===== config.mk =====
export PLATFORM = sky130hd
export DESIGN_NAME = hazard_scoreboard
export DESIGN_NICKNAME = d
export VERILOG_FILES = /design/src/rtl/hazard_scoreboard.sv
export SDC_FILE = /design/constraint.sdc
export NUM_CORES = 1
export LEC_CHECK = 0
export CORE_ASPECT_RATIO = 1.4
export CORE_UTILIZATION = 55
export CTS_CLUSTER_DIAMETER = 60
export CTS_CLUSTER_SIZE = 25
export DETAILED_ROUTE_END_ITERATION = 8
export PLACE_DENSITY = 0.81
export SETUP_SLACK_MARGIN = 0.1
export SLEW_MARGIN = 0
export SYNTH_ARGS = -nofsm -noshare
export SYNTH_HDL_FRONTEND = slang
export SYNTH_SLANG_ARGS = --single-unit

===== constraint.sdc =====
create_clock -name hs_clk -period 6.2 [get_ports hs_clk]
set_input_delay 1.24 -clock hs_clk [delete_from_list [all_inputs] [get_ports hs_clk]]
set_output_delay 1.24 -clock hs_clk [all_outputs]
set_load 0.1 [all_outputs]

===== src/rtl/hazard_scoreboard.sv =====
// Issue-stage register scoreboard: 2-bit pending-write counters, RAW/WAW stall and post-branch issue block.
// Optional macro HAZARD_SCOREBOARD_BYPASS_EN lets a reader issue alongside the final writeback of its source.
module hazard_scoreboard #(
    parameter int AWIDTH  = 5,
    parameter int BR_WAIT = 2
) (
    input  logic              hs_clk,
    input  logic              hs_rst,
    input  logic              hs_i_ce,
    input  logic [AWIDTH-1:0] hs_i_addr_rs,
    input  logic [AWIDTH-1:0] hs_i_addr_rt,
    input  logic              hs_i_use_rs,
    input  logic              hs_i_use_rt,
    input  logic              hs_i_reg_wr,
    input  logic [AWIDTH-1:0] hs_i_addr_wr,
    input  logic              hs_i_branch,
    input  logic              hs_i_wb_en,
    input  logic [AWIDTH-1:0] hs_i_wb_addr,
    output logic              hs_o_issue,
    output logic              hs_o_stall,
    output logic              hs_o_busy
);
    localparam int NREG = 1 << AWIDTH;

    typedef enum logic [1:0] {S_RUN, S_STALL, S_BRW} state_t;

    state_t     state_q;
    logic [2:0] br_cnt_q;
    logic [1:0] cnt_q [NREG];
    logic [1:0] cnt_d [NREG];
    logic       busy_q;
    logic       any_pending;

    logic [1:0] cnt_rs, cnt_rt, cnt_wr, cnt_wb;
    logic       byp_rs, byp_rt;
    logic       raw_rs, raw_rt, waw, hazard;
    logic       issue_ok, inc_en, dec_en;

    assign cnt_rs = cnt_q[hs_i_addr_rs];
    assign cnt_rt = cnt_q[hs_i_addr_rt];
    assign cnt_wr = cnt_q[hs_i_addr_wr];
    assign cnt_wb = cnt_q[hs_i_wb_addr];

`ifdef HAZARD_SCOREBOARD_BYPASS_EN
    // The last outstanding write retiring this cycle satisfies the reader.
    assign byp_rs = (cnt_rs == 2'd1) && hs_i_wb_en && (hs_i_wb_addr == hs_i_addr_rs);
    assign byp_rt = (cnt_rt == 2'd1) && hs_i_wb_en && (hs_i_wb_addr == hs_i_addr_rt);
`else
    assign byp_rs = 1'b0;
    assign byp_rt = 1'b0;
`endif

    assign raw_rs = hs_i_use_rs && (hs_i_addr_rs != '0) && (cnt_rs != 2'd0) && !byp_rs;
    assign raw_rt = hs_i_use_rt && (hs_i_addr_rt != '0) && (cnt_rt != 2'd0) && !byp_rt;
    assign waw    = hs_i_reg_wr && (hs_i_addr_wr != '0) && (cnt_wr == 2'd3);
    assign hazard = raw_rs || raw_rt || waw;

    assign issue_ok   = hs_rst && hs_i_ce && !hazard && (state_q != S_BRW);
    assign hs_o_issue = issue_ok;
    assign hs_o_stall = hs_rst && hs_i_ce && !issue_ok;
    assign hs_o_busy  = busy_q;

    assign inc_en = issue_ok && hs_i_reg_wr && (hs_i_addr_wr != '0);
    assign dec_en = hs_i_wb_en && (hs_i_wb_addr != '0) && (cnt_wb != 2'd0);

    generate
        for (genvar gi = 0; gi < NREG; gi++) begin : g_cnt
            if (gi == 0) begin : g_zero
                assign cnt_d[gi] = 2'd0;
            end else begin : g_reg
                logic inc_hit, dec_hit;
                assign inc_hit = inc_en && (hs_i_addr_wr == AWIDTH'(gi));
                assign dec_hit = dec_en && (hs_i_wb_addr == AWIDTH'(gi));
                always_comb begin
                    cnt_d[gi] = cnt_q[gi];
                    if (inc_hit && !dec_hit)
                        cnt_d[gi] = cnt_q[gi] + 2'd1;
                    else if (dec_hit && !inc_hit)
                        cnt_d[gi] = cnt_q[gi] - 2'd1;
                end
            end
        end
    endgenerate

    always_comb begin
        any_pending = 1'b0;
        for (int i = 1; i < NREG; i++)
            any_pending = any_pending | (cnt_q[i] != 2'd0);
    end

    always_ff @(posedge hs_clk or negedge hs_rst) begin
        if (!hs_rst) begin
            for (int i = 0; i < NREG; i++)
                cnt_q[i] <= 2'd0;
            busy_q <= 1'b0;
        end else begin
            for (int i = 0; i < NREG; i++)
                cnt_q[i] <= cnt_d[i];
            busy_q <= any_pending;
        end
    end

    // BR_WAIT counts the blocked cycles still to come; leaving at 1 gives exactly BR_WAIT of them.
    always_ff @(posedge hs_clk or negedge hs_rst) begin
        if (!hs_rst) begin
            state_q  <= S_RUN;
            br_cnt_q <= 3'd0;
        end else begin
            case (state_q)
                S_RUN, S_STALL: begin
                    if (issue_ok && hs_i_branch) begin
                        state_q  <= S_BRW;
                        br_cnt_q <= 3'(BR_WAIT);
                    end else if (hs_i_ce && !issue_ok) begin
                        state_q <= S_STALL;
                    end else begin
                        state_q <= S_RUN;
                    end
                end
                S_BRW: begin
                    if (br_cnt_q <= 3'd1) begin
                        state_q  <= S_RUN;
                        br_cnt_q <= 3'd0;
                    end else begin
                        br_cnt_q <= br_cnt_q - 3'd1;
                    end
                end
                default: begin
                    state_q  <= S_RUN;
                    br_cnt_q <= 3'd0;
                end
            endcase
        end
    end
endmodule


### Yosys cells after proc, flatten, opt, wreduce, memory -nomap -nowiden

Cells that the tools add are included.
Widths: inputs -> output; s select.

* $add $sub $neg: 63
* $lt $le $gt $ge: 5
* equality and inequality tests: 68
* multiplexer cells: 81
* bitwise operators: 34
* reductions and logical operators: 277

Operator list (number)
* $eq 5x5->1 const B: 32
* $mux 2: 72
* $logic_and 1x1->1: 140
* $reduce_bool 2->1: 65
* $eq 5x4->1 const B: 16
* $logic_not 1->1: 64
* $add 2x1->2 const B: 31
* $sub 2x1->2 const B: 31
* $bmux 2 s5: 4
* $eq 5x3->1 const B: 8
* $or 1x1->1: 30
* $ge 6x6->1 const B: 4
* $not 5->6: 4
* $eq 5x2->1 const B: 4
* $reduce_bool 5->1: 4
* $eq 5x1->1 const B: 2
* $mux 3: 2
* $ne 2x2->1 const B: 3
* $pmux 3 s2: 1
* $eq 2x2->1 const B: 2
* $pmux 2 s2: 1
* $le 3x1->1 const B: 1
* $sub 3x1->3 const B: 1
* $eq 2x1->1 const B: 1
* 4 further kinds: 5

* flip-flop bits (word level): 68
* input port bits: 28
* word-level logic and storage cells: 562

### Depth between registers and ports, before layout

* word-level depth: 31
* depth in mapped cells: 15
* mapped depth without buffers: 11

### Worst setup path before layout

No wires, ideal clock.

* path type: input-to-output
* start: input hs_i_addr_rs[0]
* end: output hs_o_stall
* arrival time: 3650 ps
* slack: 1310 ps
* stages: 9
* path through: inv_1 > mux4_2 > nor4b_1 > a221oi_1 > o21a_1 > or3b_1 > buf_4 > buf_6 > and3_1

* word-level cells in the longest chain between the ends: 13
* elaborated cells between the ends (all ways): 15
* classes of those cells: mux: 3; bitwise: 1; reduce/logical: 11

RTL lines
* start: declaration: RTL line 10 `input logic [AWIDTH-1:0] hs_i_addr_rs,`
* $not 5->6 (not written as such): RTL line 39 `assign cnt_rs = cnt_q[hs_i_addr_rs];`
* $bmux 2 s5: RTL line 39
* $mux 2 (not written as such) (2 in series): RTL line 39
* $reduce_bool 2->1: RTL line 53 `assign raw_rs = hs_i_use_rs && (hs_i_addr_rs != '0) && (cnt_rs != 2'd0) && !byp_rs;`
* $logic_and 1x1->1 (*): RTL line 53
* $logic_or 1x1->1 (*) (2 in series): RTL line 56 `assign hazard = raw_rs || raw_rt || waw;`
* $logic_not 1->1 (*): RTL line 58 `assign issue_ok = hs_rst && hs_i_ce && !hazard && (state_q != S_BRW);`
* $logic_and 1x1->1 (*) (2 in series): RTL line 58
* $logic_not 1->1 (*): RTL line 60 `assign hs_o_stall = hs_rst && hs_i_ce && !issue_ok;`
* $logic_and 1x1->1 (*): RTL line 60
* end: declaration: RTL line 20 `output logic hs_o_stall,`

Every way passes the cells marked *; elsewhere a longest branch is shown, timed or not. The select of a mux whose other input is x is not followed.

### Final worst setup path

* start: input hs_i_addr_wr[0]
* end: output hs_o_stall

* word-level cells in the longest chain between the ends: 12
* elaborated cells between the ends (all ways): 14
* classes of those cells: eq/ne: 1; mux: 3; bitwise: 1; reduce/logical: 9

RTL lines
* start: declaration: RTL line 15 `input logic [AWIDTH-1:0] hs_i_addr_wr,`
* $not 5->6 (not written as such): RTL line 41 `assign cnt_wr = cnt_q[hs_i_addr_wr];`
* $bmux 2 s5: RTL line 41
* $mux 2 (not written as such) (2 in series): RTL line 41
* $eq 2x2->1: RTL line 55 `assign waw = hs_i_reg_wr && (hs_i_addr_wr != '0) && (cnt_wr == 2'd3);`
* $logic_and 1x1->1 (*): RTL line 55
* $logic_or 1x1->1 (*): RTL line 56
* $logic_not 1->1 (*): RTL line 58
* $logic_and 1x1->1 (*) (2 in series): RTL line 58
* $logic_not 1->1 (*): RTL line 60
* $logic_and 1x1->1 (*): RTL line 60

Marks and branches as above.

==> run summary <==
====================================================================================================
Status ................................................................................ finished clean
Multi-input combinational cell area ...................................................  0.00345 mm²
Slew Limit Fails ......................................................................            0
ANT cells .............................................................................            0
Detail Route Antenna Nets .............................................................            0
Period utilization ....................................................................        0.881
Combined global-route utilization of all metal layers .................................        0.308
Worst endpoint data arrival time ......................................................      4220 ps
Final setup vio count .................................................................            0
Area growth from synthesis to layout ..................................................        11.2%
Remaining max-slew budget at the tightest pin .........................................        0.361
Number of enable-type register cells in the synthesized netlist .......................            0
Netlist Area Pre-Place ................................................................  0.00536 mm²
Final-layout fill cell count ..........................................................          784
CTS root buf .......................................................................... sky130_fd_sc_hd__clkbuf_16
Starting DRT DRC Count ................................................................          504
Slowest cell on the critical path ..................................................... sky130_fd_sc_hd__clkdlybuf4s50_1
Final min period ......................................................................      5460 ps
Distinct cells, synth .................................................................           57
Number of instances in the placed design ..............................................          674
Start-to-end type of the worst setup path ............................................. input pin to primary output
Worst Max-Slew Pin Slew ...............................................................       956 ps
Count of cells resized by post-cts repair .............................................            0
Synth Instances .......................................................................          559
Crit Reg-Reg Startpoint ...............................................................    cnt_q[40]
Worst hold start ......................................................................    cnt_q[41]
Setup clock skew after layout .........................................................      9.26 ps
Initial standard-cell utilization of the core .........................................        0.566
Clock-pin slew reported for the worst setup and hold paths after clock tree synthesis .        50 ps
Bufs on Longest Clock Path ............................................................            2
GPL Wtd Cong ..........................................................................         1.02
Num CTS Buffers .......................................................................            9
Asr flop ratio synth ..................................................................         1.00
Leakage power figure ..................................................................      2.55 nW
First-pass GRT wire length ............................................................     23800 µm
CTS tree ..............................................................................          yes
Beginning of the critical path ........................................................ hs_i_addr_wr[0]
Sum of negative setup slack ...........................................................         0 ps
Ratio of cells with drive above 1 in the final layout .................................        0.109
Worst setup EP type ................................................................... primary output
Post-Syn Nets .........................................................................          619
Largest net degree at the start of global routing .....................................           70
Top library cells by usage in the layout, fill and taps aside ......................... sky130_fd_sc_hd__nor2_1 (77), sky130_fd_sc_hd__dfrtp_1 (68), sky130_fd_sc_hd__xor2_1 (62)
Port-buffer cells .....................................................................           30
Per-cell via count in the routed design ...............................................         6.67
Category of the worst setup path launch point .........................................    input pin
Number of global-route vias before repair .............................................         4570
Number of nets in the finished design .................................................          635
Half-perimeter wire length after detailed placement ...................................     10700 µm
Number of endpoints with negative hold slack in the final report ......................            0
Wirelength per Cell ...................................................................      21.2 µm
# IOs .................................................................................           31
Max Fclk ..............................................................................      183 MHz
Count of hold buffers inserted by post-cts repair .....................................            0
Worst VDD drop ........................................................................     0.161 mV
Area enclosed by the die boundary .....................................................   0.0101 mm²
Layout Cell Area excl Fill ............................................................  0.00596 mm²
Total congestion overflow after global routing ........................................            0
Instance area after placement .........................................................  0.00569 mm²
Number of standard cells in the final layout excluding fillers ........................          689
Combined buffer and inverter count along the critical path ............................            3
Most instantiated flip-flop cell in the synthesis netlist ............................. sky130_fd_sc_hd__dfrtp_1
Post-synthesis area per instance ......................................................     9.58 µm²
Worst Path Required ...................................................................      4960 ps
Power per standard cell area ..........................................................   396 mW/mm²
Number of antenna violations at the first check in global routing .....................            0
Wirelength, routed ....................................................................     14600 µm
Detailed Routing Iterations Pass 1 ....................................................            6
Register bit total from synthesis .....................................................           68
RSZ-0062 raised after global routing ..................................................           no
Critical path, cell by cell ........................................................... clkdlybuf4s50_1, buf_4, mux4_1, mux2_2, nand3_1, a21oi_1, or3b_1, and3_1, buf_12
Biggest cell delay along the critical path ............................................       890 ps
Area of the core ......................................................................  0.00946 mm²
Number of warnings reported in the yosys synthesis log ................................            0
Seq/Total Area, Yosys .................................................................        0.318
Standard-cell row count ...............................................................           42
Most common cell after layout, fill and taps aside .................................... sky130_fd_sc_hd__nor2_1
Height of the die .....................................................................       119 µm
Die span in x .........................................................................      85.4 µm
DRC violation count after routing .....................................................            0
Clock Latency Late Sink ...............................................................       340 ps
Vias after detailed routing ...........................................................         4597
Count of H-tree levels built during CTS ...............................................            3
Type of the worst min-delay path ...................................................... flip-flop to flip-flop
Worst-path maximum fanout .............................................................           21
Cell family contributing the most delay on the critical path .......................... buffers and inverters
Number of max-cap violations ..........................................................            0
Area used by sequential logic in the layout ...........................................  0.00170 mm²
TritonCTS Sinks .......................................................................           68
Buffers inserted during post-CTS setup optimization ...................................            0
====================================================================================================
[logic make-up after synthesis]
| kind of cell | after synthesis | share of synthesized area |
|---|---|---|
| compound gates | 61 | 0.0785 |
| buf+inv | 42 | 0.0388 |
| mux | 28 | 0.106 |
| simple gates | 235 | 0.232 |
| flops | 68 | 0.318 |
| xor+xnor | 93 | 0.152 |
| fa+ha+maj | 32 | 0.0748 |
[area by class of cell]
cell class / count / area share
clock buffer: 13 / 0.0437
clock inverter: 2 / 0.00168
inverter: 11 / 0.00693
multi-input combinational: 449 / 0.578
sequential: 68 / 0.286
tap: 110 / 0.0231
timing repair buffer: 36 / 0.0605
[final timing paths]
| kind | to | slack, ps | cells past startpoint |
|---|---|---|---|
| worst max-delay path | hs_o_stall | 740 | 9 |
| worst min-delay path | cnt_q[41] | 490 | 1 |
| worst max register to register | cnt_q[57] | 2410 | 12 |
| worst min register to register | cnt_q[41] | 490 | 1 |
| max in group asynchronous | cnt_q[61] | 4490 | 2 |
| min in group asynchronous | br_cnt_q[1] | 1120 | 2 |
[sequential cells by signal, indices dropped and copies added, names as in the netlist]
name,cells
state_q,2
br_cnt_q,3
hs_o_busy,1
cnt_q,62
[power breakdown]
group | switching [mW] | total (mW) | internal (mW)
clock | 0.186 | 0.475 | 0.289
combinational | 0.479 | 0.919 | 0.440
sequential | 0.312 | 0.962 | 0.651
total | 0.977 | 2.36 | 1.38
[metrics by stage]
stage	utilization	worst slack (ps)	power (mW)	hold slack, ps
global route	0.630	607	2.48	505
finish	0.630	737	2.36	491
global placement	0.601	848	1.80	478
floorplan	-	1310	1.54	458
CTS	0.630	747	2.33	492
detailed placement	0.601	750	1.85	481
[worst register-to-register path: stages (launching register included)]
cell                      delay, ps
sky130_fd_sc_hd__dfrtp_1        430
sky130_fd_sc_hd__nor2_1         400
sky130_fd_sc_hd__mux4_2         340
sky130_fd_sc_hd__nand2_1         50
sky130_fd_sc_hd__a311o_1        310
sky130_fd_sc_hd__and4_1         210
sky130_fd_sc_hd__or3b_1         470
sky130_fd_sc_hd__buf_4          300
sky130_fd_sc_hd__nor4_1         560
sky130_fd_sc_hd__ha_1           270
sky130_fd_sc_hd__xor2_1         150
sky130_fd_sc_hd__nor2_1          70
sky130_fd_sc_hd__xor2_1         140
[cells in the mapped netlist (4+ instances only)]
library cell                n  share of area
sky130_fd_sc_hd__a211oi_1   4         0.0056
sky130_fd_sc_hd__a21oi_1   11          0.010
sky130_fd_sc_hd__a221oi_1   5         0.0082
sky130_fd_sc_hd__buf_2     10         0.0093
sky130_fd_sc_hd__buf_6      4         0.0084
sky130_fd_sc_hd__clkbuf_1  15          0.011
sky130_fd_sc_hd__dfrtp_1   68           0.32
sky130_fd_sc_hd__ha_1      32          0.075
sky130_fd_sc_hd__inv_1     11         0.0077
sky130_fd_sc_hd__mux2_2     5          0.011
sky130_fd_sc_hd__mux4_2    21          0.088
sky130_fd_sc_hd__nand2_1   56          0.039
sky130_fd_sc_hd__nand2b_1   6         0.0070
sky130_fd_sc_hd__nand3_1   19          0.018
sky130_fd_sc_hd__nand4_1    8         0.0093
sky130_fd_sc_hd__nor2_1    77          0.054
sky130_fd_sc_hd__nor2b_1    6         0.0070
sky130_fd_sc_hd__nor3_1    16          0.015
sky130_fd_sc_hd__nor3b_1    7         0.0098
sky130_fd_sc_hd__nor4_1    10          0.012
sky130_fd_sc_hd__nor4b_2   11          0.031
sky130_fd_sc_hd__nor4bb_1   6          0.011
sky130_fd_sc_hd__o21ai_0    9         0.0084
sky130_fd_sc_hd__o21ai_1    4         0.0037
sky130_fd_sc_hd__xnor2_1   31          0.051
sky130_fd_sc_hd__xor2_1    62           0.10
[per-layer routing]
| layer | GRT usage | vias up | wire, µm |
|---|---|---|---|
| met1 | 0.369 | 2222 | 5500 |
| li1 | - | 2034 | - |
| met2 | 0.517 | 278 | 7290 |
| met3 | 0.0601 | 63 | 1120 |
| met5 | 0 | - | 0 |
| met4 | 0.169 | 0 | 707 |
No activity file was read; power rests on OpenSTA's default activity.
==> edit, RTL diff (config.mk and constraints unchanged) <==
Set the parameter `AWIDTH` to 4 (it was 5).
--- a/src/rtl/hazard_scoreboard.sv
+++ b/src/rtl/hazard_scoreboard.sv
@@ -3,3 +3,3 @@
 module hazard_scoreboard #(
-    parameter int AWIDTH  = 5,
+    parameter int AWIDTH  = 4,
     parameter int BR_WAIT = 2
Ports: changed (resized hs_i_addr_rs, hs_i_addr_rt, hs_i_addr_wr and hs_i_wb_addr); port bits go from 31 to 27. The function was not compared with the original's and may differ.
==> edit against the unedited design <==
Total power fell by 51%. Sequential cell count decreased by 32. Highest routed layer unchanged. Synthesized cell count is 48% lower. Wire length is 53% lower. Critical endpoint unchanged. Setup slack got worse by 0.032 ns. Final area is 46% lower. Area after synthesis fell by 47%.
==> edit: results (changes against the unedited design) <==
status complete, no violations; worst hold margin 0.4899 ns (-0.001455 ns); maximum number of pins on one net before global-route repair 37 (-47%); clk root buf sky130_fd_sc_hd__clkbuf_8; starting DRC count in detailed routing 223 (-56%); top cells by area in the synthesized netlist sky130_fd_sc_hd__dfrtp_1 32%, sky130_fd_sc_hd__xor2_1 9.3%, sky130_fd_sc_hd__mux4_2 8.8%; Vias per Instance 6.347 (-4.9%); proportion of layout cells with a drive suffix above 1 11.15% (+0.27 points); Reg2Reg Depth 10 (-2); Reg2Reg Launch Point cnt_q[20]$_DFFE_PN0P_; placed cell areas 3102 um2 (-45%); number of clock buffers inserted by TritonCTS 5 (-4); count of different cell masters after synthesis 46 (-19%); list of most frequent post-synthesis cells 41 x sky130_fd_sc_hd__nor2_1, 36 x sky130_fd_sc_hd__dfrtp_1, 30 x sky130_fd_sc_hd__xor2_1; Mapped Nets 334 (-46%); routed length per placed instance 18.11 um (-15%); wire length of the first global-routing pass 11.72 mm (-51%); Tot GR Track Use 27.95% (-2.9 points); endpoint of the worst hold path br_cnt_q[1]$_DFFE_PN0P_; relative slew slack 36.10% (about the same); gate count of the mapped netlist 293 (-48%); clock transition at the registers of the reported paths 0.07 ns (+0.02 ns); GRT met2 Usage 46.05% (-5.7 points); largest clock skew in the final design 0.009136 ns (-0.0001273 ns); met3 global-route usage 5.789% (-0.22 points); DP Cell Count 370 (-45%); part of the Yosys area used for sequential elements 32.03% (+0.25 points); IR Drop Worst-Case VDD 0.1736 mV (+8.1%); count of nets after finishing 354 (-44%)
==> edit: cell types whose count changed after synthesis, sizes merged, moves of 11 or more <==
cell,delta
nand2,-40
nor2,-36
dfrtp,-32
xor2,-32
ha,-15
xnor2,-15
nor4b,-12
mux4,-11
nand3,-11
==> edit: power by group <==
part	total, uW	switching (uW)	internal [uW]
sequential	496	156	340
clock	206	87.3	119
combinational	457	219	238
==> edit: worst reg2reg max path: cells and delay by family (launching register included) <==
family                     cells  cell delay, ns
adders and majority gates      1            0.26
and+or+nand+nor                4            1.05
DFF                            1            0.44
AOI/OAI and AO/OA              3            1.28
xor gates and xnor gates       2            0.30
==> edit: cell families after synthesis <==
kind of cell             after synthesis  share of synthesized area (%)
adder cells (fa/ha/maj)               17                          7.562
AND/OR/NAND/NOR                      121                          22.42
flip-flops                            36                          32.03
multiplexers                          16                          10.94
XOR/XNOR                              46                          14.32
AO/OA/AOI/OAI                         34                          8.719
buffers and inverters                 23                          4.003
==> edit: worst max-delay path by stage <==
stage / from / end / slack, ns / cells after the start
after CTS: hs_i_addr_wr[1] / hs_o_stall / 0.75 / 8
after floorplan: hs_i_addr_wr[1] / hs_o_issue / 1.63 / 8
after global placement: hs_i_addr_wr[1] / hs_o_stall / 0.83 / 8
final: hs_i_addr_wr[1] / hs_o_stall / 0.71 / 8
after global routing: hs_i_addr_wr[1] / hs_o_stall / 0.56 / 8
after detailed placement: hs_i_addr_wr[1] / hs_o_stall / 0.76 / 8
==> edit: area by class of cell <==
cell class | instances | area, um2
flip-flops and latches | 36 | 900.9
clock buffers | 5 | 68.82
well taps | 64 | 80.08
clock inverters | 3 | 42.54
repair buffers | 27 | 287.8
multi-input cells | 234 | 1799
fillers | 405 | 1667
inverters | 9 | 33.78
